## config.mk

```make
export PLATFORM = sky130hd
export DESIGN_NAME = mm2s_result_drain
export DESIGN_NICKNAME = d
export VERILOG_FILES = /design/src/rtl/mm_pkg.sv /design/src/rtl/mm2s_result_buf.sv /design/src/rtl/mm2s_result_drain.sv
export SDC_FILE = /design/constraint.sdc
export NUM_CORES = 1
export LEC_CHECK = 0
export CAP_MARGIN = 20
export CELL_PAD_IN_SITES_DETAIL_PLACEMENT = 0
export CELL_PAD_IN_SITES_GLOBAL_PLACEMENT = 1
export CORE_ASPECT_RATIO = 1.25
export CORE_MARGIN = 5
export CORE_UTILIZATION = 45
export CTS_BUF_LIST = sky130_fd_sc_hd__clkbuf_8
export DETAILED_ROUTE_END_ITERATION = 10
export GPL_ROUTABILITY_DRIVEN = 1
export GPL_TIMING_DRIVEN = 0
export PLACE_DENSITY = 0.72
export SLEW_MARGIN = 20
export SYNTH_ARGS = -nofsm -noshare
export SYNTH_HDL_FRONTEND = slang
export SYNTH_SLANG_ARGS = --single-unit
```

## constraint.sdc

```tcl
create_clock -name clk -period 10.5 [get_ports clk]
set_input_delay 2.1 -clock clk [delete_from_list [all_inputs] [get_ports clk]]
set_output_delay 2.1 -clock clk [all_outputs]
set_load 0.02 [all_outputs]
```

## src/rtl/mm_pkg.sv

```systemverilog
// Shared types and helpers for the MM2S result drain.
//  drain_state_t : COLLECT (load result beats), DRAIN (stream words), DONE (one-cycle wrap-up)
//  RES_WORDS / RES_BEATS : matrix size in words / input beats for the default geometry
//  sext32()      : sign-extend the low w bits of v to 32 bits
package mm_pkg;
  localparam int M         = 8;
  localparam int N2        = 4;
  localparam int D_W       = 8;
  localparam int ACC_W     = 2*D_W + $clog2(M);
  localparam int RES_WORDS = M*M;
  localparam int RES_BEATS = M*M/N2;

  typedef enum logic [1:0] {COLLECT, DRAIN, DONE} drain_state_t;

  // w must be a constant in 1..32 at every call site so this folds to wiring.
  function automatic logic [31:0] sext32(input logic [31:0] v, input int w);
    logic [31:0] r;
    for (int i = 0; i < 32; i++) r[i] = (i < w) ? v[i] : v[w-1];
    return r;
  endfunction
endpackage

```

## src/rtl/mm2s_result_buf.sv

```systemverilog
// Result buffer: simple dual-port RAM.
//  clk      : clock
//  wr_en    : write LANES consecutive words starting at wr_addr
//  wr_addr  : base address of the write (lane k goes to wr_addr+k)
//  wr_data  : LANES words
//  rd_en    : capture mem[rd_addr] into rd_data on this edge; rd_data holds otherwise
//  rd_addr  : read address
//  rd_data  : registered read data
module mm2s_result_buf #(
  parameter int W     = 19,
  parameter int DEPTH = 64,
  parameter int LANES = 4,
  localparam int AW   = $clog2(DEPTH)
) (
  input  logic          clk,
  input  logic          wr_en,
  input  logic [AW-1:0] wr_addr,
  input  logic [W-1:0]  wr_data [LANES],
  input  logic          rd_en,
  input  logic [AW-1:0] rd_addr,
  output logic [W-1:0]  rd_data
);
  logic [W-1:0] mem [DEPTH];

  always_ff @(posedge clk) begin
    if (wr_en)
      for (int k = 0; k < LANES; k++) mem[wr_addr + AW'(k)] <= wr_data[k];
    if (rd_en) rd_data <= mem[rd_addr];
  end
endmodule

```

## src/rtl/mm2s_result_drain.sv

```systemverilog
// Collects an M x M result matrix from the systolic array as beats of N2
// accumulators, buffers it, then streams it row-major as 32-bit AXI-Stream
// words (sign-extended) with tlast on the final word, and re-arms.
//  clk, rst            : clock, synchronous active-high reset
//  res_valid/ready/data: result beat input; lane k of beat b is word b*N2+k
//  m_axis_mm2s_*       : output stream (tkeep constant all-ones)
//  done                : one-cycle pulse after the final word handshake
//  overflow            : sticky, a beat was offered while res_ready was low
module mm2s_result_drain #(
  parameter int M     = 8,
  parameter int N2    = 4,
  parameter int D_W   = 8,
  parameter int ACC_W = 2*D_W + $clog2(M)
) (
  input  logic             clk,
  input  logic             rst,
  input  logic             res_valid,
  output logic             res_ready,
  input  logic [ACC_W-1:0] res_data [N2],
  output logic [31:0]      m_axis_mm2s_tdata,
  output logic [3:0]       m_axis_mm2s_tkeep,
  output logic             m_axis_mm2s_tlast,
  output logic             m_axis_mm2s_tvalid,
  input  logic             m_axis_mm2s_tready,
  output logic             done,
  output logic             overflow
);
  import mm_pkg::*;

  localparam int WORDS = M*M;
  localparam int BEATS = WORDS/N2;
  localparam int AW    = $clog2(WORDS);
  localparam int CW    = AW + 1;

  drain_state_t     state;
  logic [CW-1:0]    wr_beat, rd_idx;
  logic             rd_vld;      // rd_data holds word rd_idx-1, not yet moved to output
  logic [ACC_W-1:0] rd_data;
  logic             accept, load_out, rd_en, hs;

  assign m_axis_mm2s_tkeep = 4'hF;

  assign accept   = res_valid & res_ready;
  assign hs       = m_axis_mm2s_tvalid & m_axis_mm2s_tready;
  // Output register refills when empty or emptied this cycle.
  assign load_out = (state == DRAIN) & rd_vld & (~m_axis_mm2s_tvalid | m_axis_mm2s_tready);
  // Issue a read only if the read register has room after this edge, so the
  // pipeline never drops a word under backpressure.
  assign rd_en    = (state == DRAIN) & (rd_idx < CW'(WORDS)) & (~rd_vld | load_out);

  mm2s_result_buf #(.W(ACC_W), .DEPTH(WORDS), .LANES(N2)) u_buf (
    .clk    (clk),
    .wr_en  (accept),
    .wr_addr(AW'(int'(wr_beat) * N2)),
    .wr_data(res_data),
    .rd_en  (rd_en),
    .rd_addr(rd_idx[AW-1:0]),
    .rd_data(rd_data)
  );

  always_ff @(posedge clk) begin
    if (rst) begin
      state              <= COLLECT;
      wr_beat            <= '0;
      rd_idx             <= '0;
      rd_vld             <= 1'b0;
      res_ready          <= 1'b0;
      m_axis_mm2s_tdata  <= '0;
      m_axis_mm2s_tlast  <= 1'b0;
      m_axis_mm2s_tvalid <= 1'b0;
      done               <= 1'b0;
      overflow           <= 1'b0;
    end else begin
      done     <= 1'b0;
      overflow <= overflow | (res_valid & ~res_ready);
      case (state)
        COLLECT: begin
          res_ready <= 1'b1;
          if (accept) begin
            wr_beat <= wr_beat + 1'b1;
            if (wr_beat == CW'(BEATS-1)) begin
              state     <= DRAIN;
              res_ready <= 1'b0;
            end
          end
        end
        DRAIN: begin
          res_ready <= 1'b0;
          if (rd_en) begin
            rd_idx <= rd_idx + 1'b1;
            rd_vld <= 1'b1;
          end else if (load_out) begin
            rd_vld <= 1'b0;
          end
          if (load_out) begin
            m_axis_mm2s_tdata  <= sext32(32'(rd_data), ACC_W);
            // rd_data is word rd_idx-1, so the last word is loaded when rd_idx == WORDS.
            m_axis_mm2s_tlast  <= (rd_idx == CW'(WORDS));
            m_axis_mm2s_tvalid <= 1'b1;
          end else if (hs) begin
            m_axis_mm2s_tvalid <= 1'b0;
            m_axis_mm2s_tlast  <= 1'b0;
          end
          if (hs & m_axis_mm2s_tlast) begin
            state <= DONE;
            done  <= 1'b1;
          end
        end
        DONE: begin
          state              <= COLLECT;
          wr_beat            <= '0;
          rd_idx             <= '0;
          rd_vld             <= 1'b0;
          res_ready          <= 1'b1;
          m_axis_mm2s_tvalid <= 1'b0;
          m_axis_mm2s_tlast  <= 1'b0;
        end
        default: state <= COLLECT;
      endcase
    end
  end
endmodule

```

# Word-level counts from Yosys, hierarchy flattened
# Memory sizes are Yosys's and may differ from the RTL's. A register that Yosys moved wholly into a read port is not among the register bits.
# Cells that the tools add are included.
word_totals:
  regBits: 41
  latch_bits: 0
  ram_bits: 1216
  mem_bits_ro: 0
  inputBits: 80
  out_inout_bits: 41
  word_cells: 75
  mem_count: 1
memory_table:
  columns: ["memory", "depth", "word_bits", "read_ports", "rd_clocked_by_memory_dff", "wr", "line", "text"]
  rows:
  - ["u_buf.mem", 64, 19, 1, 1, 4, "mm2s_result_buf.sv:23", "logic [W-1:0] mem [DEPTH];"]
op_classes:
  add_sub_neg: 5
  multipliers: 0
  n_div: 0
  magnitude_cmp: 1
  n_eq_ne: 10
  shifts: 0
  n_mux: 22
  bitwise_logic: 15
  n_reduce_logical: 11
ops:
  columns: ["cell", "count"]
  rows:
  - ["$pmux 7 s2", 2]
  - ["$add 7x1->7 const B", 2]
  - ["$mux 7", 2]
  - ["$add 6x2->6 const B", 2]
  - ["$mux 1", 10]
  - ["$reduce_and 2->1", 5]
  - ["$and 1x1->1", 8]
  - ["$eq 7x4->1 const B", 1]
  - ["$eq 7x7->1 const B", 1]
  - ["$lt 7x7->1 const B", 1]
  - ["$add 6x1->6 const B", 1]
  - ["$mux 2", 3]
  - ["$ne 2x2->1 const B", 3]
  - ["$ne 3x3->1 const B", 2]
  - ["$pmux 1 s2", 3]
  - ["$not 1->1", 4]
  - ["$pmux 2 s2", 1]
  - ["$reduce_bool 2->1", 2]
  - ["$or 1x1->1", 3]
  - ["$pmux 1 s3", 1]
  - ["$reduce_and 3->1", 1]
  - ["$reduce_bool 3->1", 1]
  - ["$eq 2x1->1 const B", 1]
  - ["$eq 2x2->1 const B", 1]
  - ["other kinds (3)", 3]

# Longest topological paths before layout
# Gate-level depths: netlist (run 1).
depth:
  depth_word: 7
  mapped_depth: 10
  mapped_depth_nobuf: 7

# Hierarchy
# From an unflattened synthesis (run 1), not the netlist that was laid out.
unflattened:
  cells_unflattened: 9146
  area_unflattened_um2: 84801.3
modules_own_cells:
  columns: ["module", "n_inst", "cells_per_inst", "area_per_inst_um2", "seq_area_each_um2"]
  rows:
  - ["mm2s_result_buf", 1, 8892, 82720.6, 37085.6]
  - ["mm2s_result_drain", 1, 254, 2080.7, 820.8]

# Worst setup path after synthesis (run 1)
# Ideal clock, no wire load.
synth_timing:
  kind: "in2reg"
  from: "input port res_valid"
  to: "memory u_buf.mem[0][0] (enable)"
  setup_time_ns: 0.603
  arrival_ns: 7.705
  t_required_ns: 9.897
  slack_ns: 2.191
  cell_stages: 3
  n_path_buf: 0
  path_cell_list: "nand2_1 -> or3_1 -> nor3_1"
synth_lines:
  columns: ["item", "line", "text"]
  rows:
  - ["from (decl)", "mm2s_result_drain.sv:17", "input logic res_valid,"]
  - ["to (decl)", "mm2s_result_buf.sv:23", null]

==> results of run 1 <==
==> synth_stat cells, types with 3 or more instances <==
cell type	number
xnor2_1	4
nor2b_1	15
o22a_1	3
a221o_1	4
nand2b_1	8
nor2_1	55
clkinv_1	3
edfxtp_1	1235
buf_6	14
a21oi_1	43
a22o_1	5
a31oi_1	30
buf_12	4
o21ai_0	14
nor3b_1	4
ha_1	9
buf_2	45
nand4_1	14
buf_1	8
o221ai_1	10
dfxtp_1	41
buf_4	29
o32ai_1	3
a22oi_1	17
mux4_1	19
a211oi_1	11
nor3_1	17
nand3_1	29
o22ai_1	4
nand2_1	204
mux2i_1	89
clkbuf_1	41
mux2_2	5
inv_1	6
mux4_2	276
a221oi_1	8
==> cell families after synthesis <==
kind of cell | after synthesis | share of synthesized area (%)
AO/OA/AOI/OAI | 169 | 2.35
XOR/XNOR | 5 | 0.0886
adder cells (fa/ha/maj) | 9 | 0.228
buffers and inverters | 153 | 1.89
flip-flops | 1276 | 76.7
multiplexers | 389 | 15.5
other | 1 | 0.00759
AND/OR/NAND/NOR | 362 | 3.19
==> report_power, final <==
part | total [mW] | leakage, nW | internal, mW | switching (mW)
combinational | 0.169 | 4.44 | 0.0467 | 0.122
sequential | 5.61 | 11.5 | 5.61 | 0.00603
clock | 3.80 | 2.05 | 1.86 | 1.93
==> layer usage <==
layer  vias to the layer above  track usage (%)  share of wire [%]
li1                      10608                -                  -
met1                     13697             29.8                 37
met2                      1445             41.2                 51
met3                       286             4.93                7.8
met4                         0             9.13                4.1
met5                         -                0                  0
==> area by class of cell <==
cell class / instances / area share [%]
Inverter: 9 / 0.0589
Timing Repair Buffer: 200 / 4.23
Sequential cell: 1276 / 66.1
Clock inverter: 157 / 1.44
Tap cell: 1449 / 3.16
Multi-Input combinational cell: 938 / 18.6
Antenna cell: 6 / 0.0262
Clock buffer: 200 / 4.80
Buffer: 144 / 1.59
==> worst max-delay path: cells and delay by family, from the launching register on <==
family   cells  cell delay (ps)
buf+inv      2              820
flops        1              730
==> sequential cells by signal, indices dropped and copies added (netlist names), 2 cells and up <==
signal,flops
m_axis_mm2s_tdata,19
wr_beat,7
state,2
u_buf.rd_data,19
u_buf.mem,1216
rd_idx,7
==> through the flow <==
stage	cell area, µm²	hold slack [ps]
2_1_floorplan	49400	471
3_3_place_gp	52400	461
3_5_place_dp	53800	468
4_1_cts	57400	482
5_1_grt	57400	510
6_report	57400	472
==> how the worst max path moves through the flow <==
stage / start / to / depth (start not counted) / slack [ps]
after CTS: m_axis_mm2s_tdata[18]$_SDFFE_PP0P_ / m_axis_mm2s_tdata[25] / 2 / 5880
after global routing: m_axis_mm2s_tdata[18]$_SDFFE_PP0P_ / m_axis_mm2s_tdata[25] / 2 / 5850
after floorplan: res_valid / u_buf.mem[0][0]$_DFFE_PP_ / 3 / 2190
after detailed placement: res_valid / u_buf.mem[48][11]$_DFFE_PP_ / 8 / 5310
after global placement: res_valid / u_buf.mem[2][5]$_DFFE_PP_ / 4 / -2740
final: m_axis_mm2s_tdata[18]$_SDFFE_PP0P_ / m_axis_mm2s_tdata[25] / 2 / 5970
==> flow_summary.json, run 1 <==
{
  "grt_pass1_wl_um": 197000,
  "path_max_fanout": 15,
  "dp_hpwl_um": 90900,
  "cp_cell_sequence": "buf_4 > clkdlybuf4s50_1",
  "port_buffers": 116,
  "yosysSeqAreaShare_pct": 76.7,
  "synthDistinctLibCells": 65,
  "route.detailed.drc": 0,
  "yosys-top-cells-area": "edfxtp_1 75%, mux4_2 13%, mux2i_1 1.8%",
  "design.core.area_mm2": 0.110,
  "dp_slack_ps": 5310,
  "total_power_mw": 9.58,
  "layout-drive-gt1-share_pct": 24.9,
  "synthFlopType": "edfxtp_1",
  "min-delay-start": "overflow$_SDFF_PP0_",
  "grt_max_degree": 27,
  "postCtsHoldBufs": 0,
  "end_kind": "output pin",
  "dr.pass1.iters": 5,
  "drv_slew": 0,
  "fin_skew_ps": 46.7,
  "antenna_found_initial": 2,
  "r2r_end": "u_buf.rd_data[10]$_DFFE_PP_",
  "grt_pass1_vias": 26955,
  "period_needed_ps": 4530,
  "die_width_um": 306,
  "synth_top_area_share_pct": 75.1,
  "ir_drop_v": 0.000123,
  "cap_violations": 0,
  "clock_latency_ps": 890,
  "holdPathEnd": "overflow$_SDFF_PP0_",
  "synth_edf_count": 1235,
  "rr_startpoint": "rd_idx[1]$_SDFFE_PP0P_",
  "arrival_ps": 2430,
  "via_per_inst": 5.95,
  "r2r_slack_ps": 6190,
  "drt_iter0_drc": 3058,
  "setup_tns_ps": 0,
  "power_density_mw_per_mm2": 167,
  "hold_class": "flop to flop",
  "synth_area_leader_cell": "edfxtp_1",
  "cp_slowest_cell": "dfxtp_1",
  "antenna_left": 0,
  "post-route-util_pct": 52.4,
  "synth_warnings": 0,
  "setup_violations": 0,
  "clockBufferDepth": 3,
  "routabilityCongestion": 0.841,
  "routedWlPerCell_um": 32.0,
  "crit_type": "flop to output pin",
  "rsz0062_at_grt": "no",
  "fill_cells": 8554,
  "grt_usage_pct": 23.8,
  "root_buffer": "clkbuf_8",
  "syn_to_final_growth_pct": 16.2,
  "fin_cells": 4379,
  "syn_inst": 2364,
  "htreeDepth": 4,
  "max-slew-margin-rel_pct": 21.7,
  "drt-total-wl_um": 140000,
  "critPathMaxStageDelay_ps": 730,
  "vias": 26036,
  "final_common_cell": "edfxtp_1",
  "cts_sinks": 1276,
  "die_y_um": 380,
  "status": "finished clean",
  "cts_tree": "yes",
  "nets": 2852,
  "ys_ff_latch": 1276,
  "clkTransAtPathRegs_ps": 60,
  "final.period_utilization_pct": 43.1,
  "syn_avg_cell_area_um2": 20.9,
  "ios": 121,
  "grt_overflow": 0,
  "cts_buffers": 194,
  "die_area_mm2": 0.117,
  "ff_latch_area_mm2": 0.0379,
  "multi_input_area_mm2": 0.0107,
  "power_leakage_nw": 17.9,
  "max_freq_mhz": 221,
  "cts_resized": 0,
  "postCtsSetupRepairBufs": 0,
  "final-hold-violation-count": 0,
  "worst_pin_slew_ps": 1170,
  "syn_area_mm2": 0.0494,
  "ys_async_sr_fraction_pct": 0,
  "rows": 136,
  "reg2reg_depth": 10,
  "fin_ws_ps": 5970,
  "cp-start-kind": "flop",
  "final_cell_mix": "1,235 x edfxtp_1, 276 x mux4_2, 204 x nand2_1, 201 x clkbuf_8, 116 x clkdlybuf4s50_1",
  "start_util_pct": 45.1,
  "cp.required_ps": 8400,
  "place_inst": 4016,
  "hold_path_depth": 2
}
(Power assumes the default switching activity.)
==> run 2: changes to the inputs <==
==> constraint.sdc (replaced) <==
create_clock -name clk -period 4.41 [get_ports clk]
set_input_delay 0.882 -clock clk [delete_from_list [all_inputs] [get_ports clk]]
set_output_delay 0.882 -clock clk [all_outputs]
set_load 0.02 [all_outputs]
==> run 2 against run 1 <==
  * Clock power increased by 130%
  * Total power up 130%
  * Non-clock buffer count fell by 21
  * Largest cell class unchanged
  * Critical path type is now flop to flop
  * Global-route usage down 0.34 points
  * Combinational power rose by 140%
  * Via count fell by 0.72%
  * Count of clock-buffer cells in the layout is 5 lower
  * Critical path depth is 8 higher
  * Critical endpoint is now u_buf.rd_data[14]$_DFFE_PP_
==> flow_summary.json, run 2 (synthesized netlist as in run 1, its figures left out) <==
{
  "post-route-util_pct": 52.1,
  "drt_iter0_drc": 3158,
  "final_cell_mix": "1,235 x edfxtp_1, 276 x mux4_2, 204 x nand2_1, 196 x clkbuf_8, 116 x clkdlybuf4s50_1",
  "drt-total-wl_um": 138000,
  "nets": 2826,
  "final.period_utilization_pct": 99.0,
  "rows": 136,
  "dr.pass1.iters": 5,
  "fin_cells": 4333,
  "end_kind": "flop",
  "routedWlPerCell_um": 31.8,
  "ios": 121,
  "clkTransAtPathRegs_ps": 60,
  "via_per_inst": 5.97,
  "path_max_fanout": 10,
  "max-slew-margin-rel_pct": 21.9,
  "antenna_left": 0,
  "fin_skew_ps": 40.4,
  "worst_pin_slew_ps": 1170,
  "root_buffer": "clkbuf_8",
  "route.detailed.drc": 0,
  "grt_pass1_vias": 26595,
  "cp_slowest_cell": "clkinv_1",
  "crit_type": "flop to flop",
  "routabilityCongestion": 0.834,
  "design.core.area_mm2": 0.110,
  "power_leakage_nw": 17.8,
  "die_area_mm2": 0.117,
  "cts_sinks": 1276,
  "fill_cells": 8584,
  "grt_usage_pct": 23.5,
  "start_util_pct": 45.1,
  "grt_max_degree": 26,
  "htreeDepth": 4,
  "cp_cell_sequence": "buf_6 > buf_4 > buf_4 > buf_2 > clkinv_1 > clkbuf_1 > nand2_1 > nand2_1 > a21oi_1 > o221ai_1",
  "postCtsHoldBufs": 0,
  "port_buffers": 116,
  "final-hold-violation-count": 0,
  "path_buf_inv": 6,
  "setup_violations": 0,
  "hold_class": "flop to flop",
  "clock_latency_ps": 890,
  "final_common_cell": "edfxtp_1",
  "clockBufferDepth": 3,
  "layout-drive-gt1-share_pct": 24.0,
  "cp_top_family": "buffers and inverters",
  "vias": 25849,
  "syn_to_final_growth_pct": 15.6,
  "largest_register_ff_count": 1216,
  "cts_resized": 0,
  "ir_drop_v": 0.000337,
  "critPathMaxStageDelay_ps": 810,
  "top_register": "u_buf.mem",
  "cts_buffers": 189,
  "cp-start-kind": "flop",
  "rsz0062_at_grt": "no",
  "grt_pass1_wl_um": 194000,
  "postCtsSetupRepairBufs": 0,
  "drv_slew": 0,
  "cp.required_ps": 4950,
  "grt_overflow": 0,
  "cap_violations": 0,
  "top_regs": "u_buf.mem: 1216 flops, m_axis_mm2s_tdata: 19 flops, u_buf.rd_data: 19 flops",
  "arrival_ps": 4910,
  "dp_hpwl_um": 89400,
  "cts_tree": "yes",
  "max_freq_mhz": 229,
  "status": "finished clean",
  "period_needed_ps": 4370,
  "die_y_um": 380,
  "power_density_mw_per_mm2": 392,
  "place_inst": 3994,
  "antenna_found_initial": 2,
  "die_width_um": 306
}
==> run 2: per-stage QoR <==
step	cell area [µm²]	hold WS [ps]	worst slack, ps	TNS (ps)	total power, mW
after global placement	52400	455	-3920	-3294920	14.0
final	57100	465	44.0	0	22.4
after CTS	57100	471	26.4	0	22.5
after global routing	57100	489	36.4	0	23.1
after detailed placement	53800	457	23.2	0	14.0
after floorplan	49400	471	-641	-308950	13.7
==> run 2: worst min-delay path, cell delays in order, from the launching register on <==
cell and delay (ps):
dfxtp_1 310, nand2_1 50, a21oi_1 50
==> run 2: final timing paths <==
path	depth (start not counted)	endpoint	slack, ps	start
hold / removal	2	m_axis_mm2s_tdata[17]$_SDFFE_PP0P_	470	m_axis_mm2s_tdata[17]$_SDFFE_PP0P_
hold reg to reg	2	m_axis_mm2s_tdata[17]$_SDFFE_PP0P_	470	m_axis_mm2s_tdata[17]$_SDFFE_PP0P_
setup reg to reg	10	u_buf.rd_data[14]$_DFFE_PP_	40	rd_idx[1]$_SDFFE_PP0P_
setup / recovery	10	u_buf.rd_data[14]$_DFFE_PP_	40	rd_idx[1]$_SDFFE_PP0P_
==> run 2: routing by layer <==
layer | share of wire (%) | track usage (%) | vias to the layer above
met4 | 4.2 | 9.03 | 0
met5 | 0 | 0 | -
met1 | 37 | 29.7 | 13721
met3 | 8.1 | 5.76 | 242
li1 | - | - | 10541
met2 | 50 | 39.6 | 1345
==> run 2: cell type report <==
cell class / count / area (µm²) / share of cell area, %
tap: 1449 / 1810 / 3.17
buffer: 144 / 915 / 1.60
multi-input combinational: 938 / 10700 / 18.8
sequential: 1276 / 37900 / 66.4
inverter: 9 / 33.8 / 0.0591
clock buffer: 195 / 2680 / 4.70
clock inverter: 142 / 647 / 1.13
timing repair buffer: 179 / 2400 / 4.21
antenna: 1 / 2.50 / 0.00438
==> run 2: report_power, final <==
group          internal, mW  leakage [nW]  switching [mW]
Sequential             13.3          11.5          0.0139
Combinational         0.113          4.35           0.287
Clock                  4.15          1.96            4.45
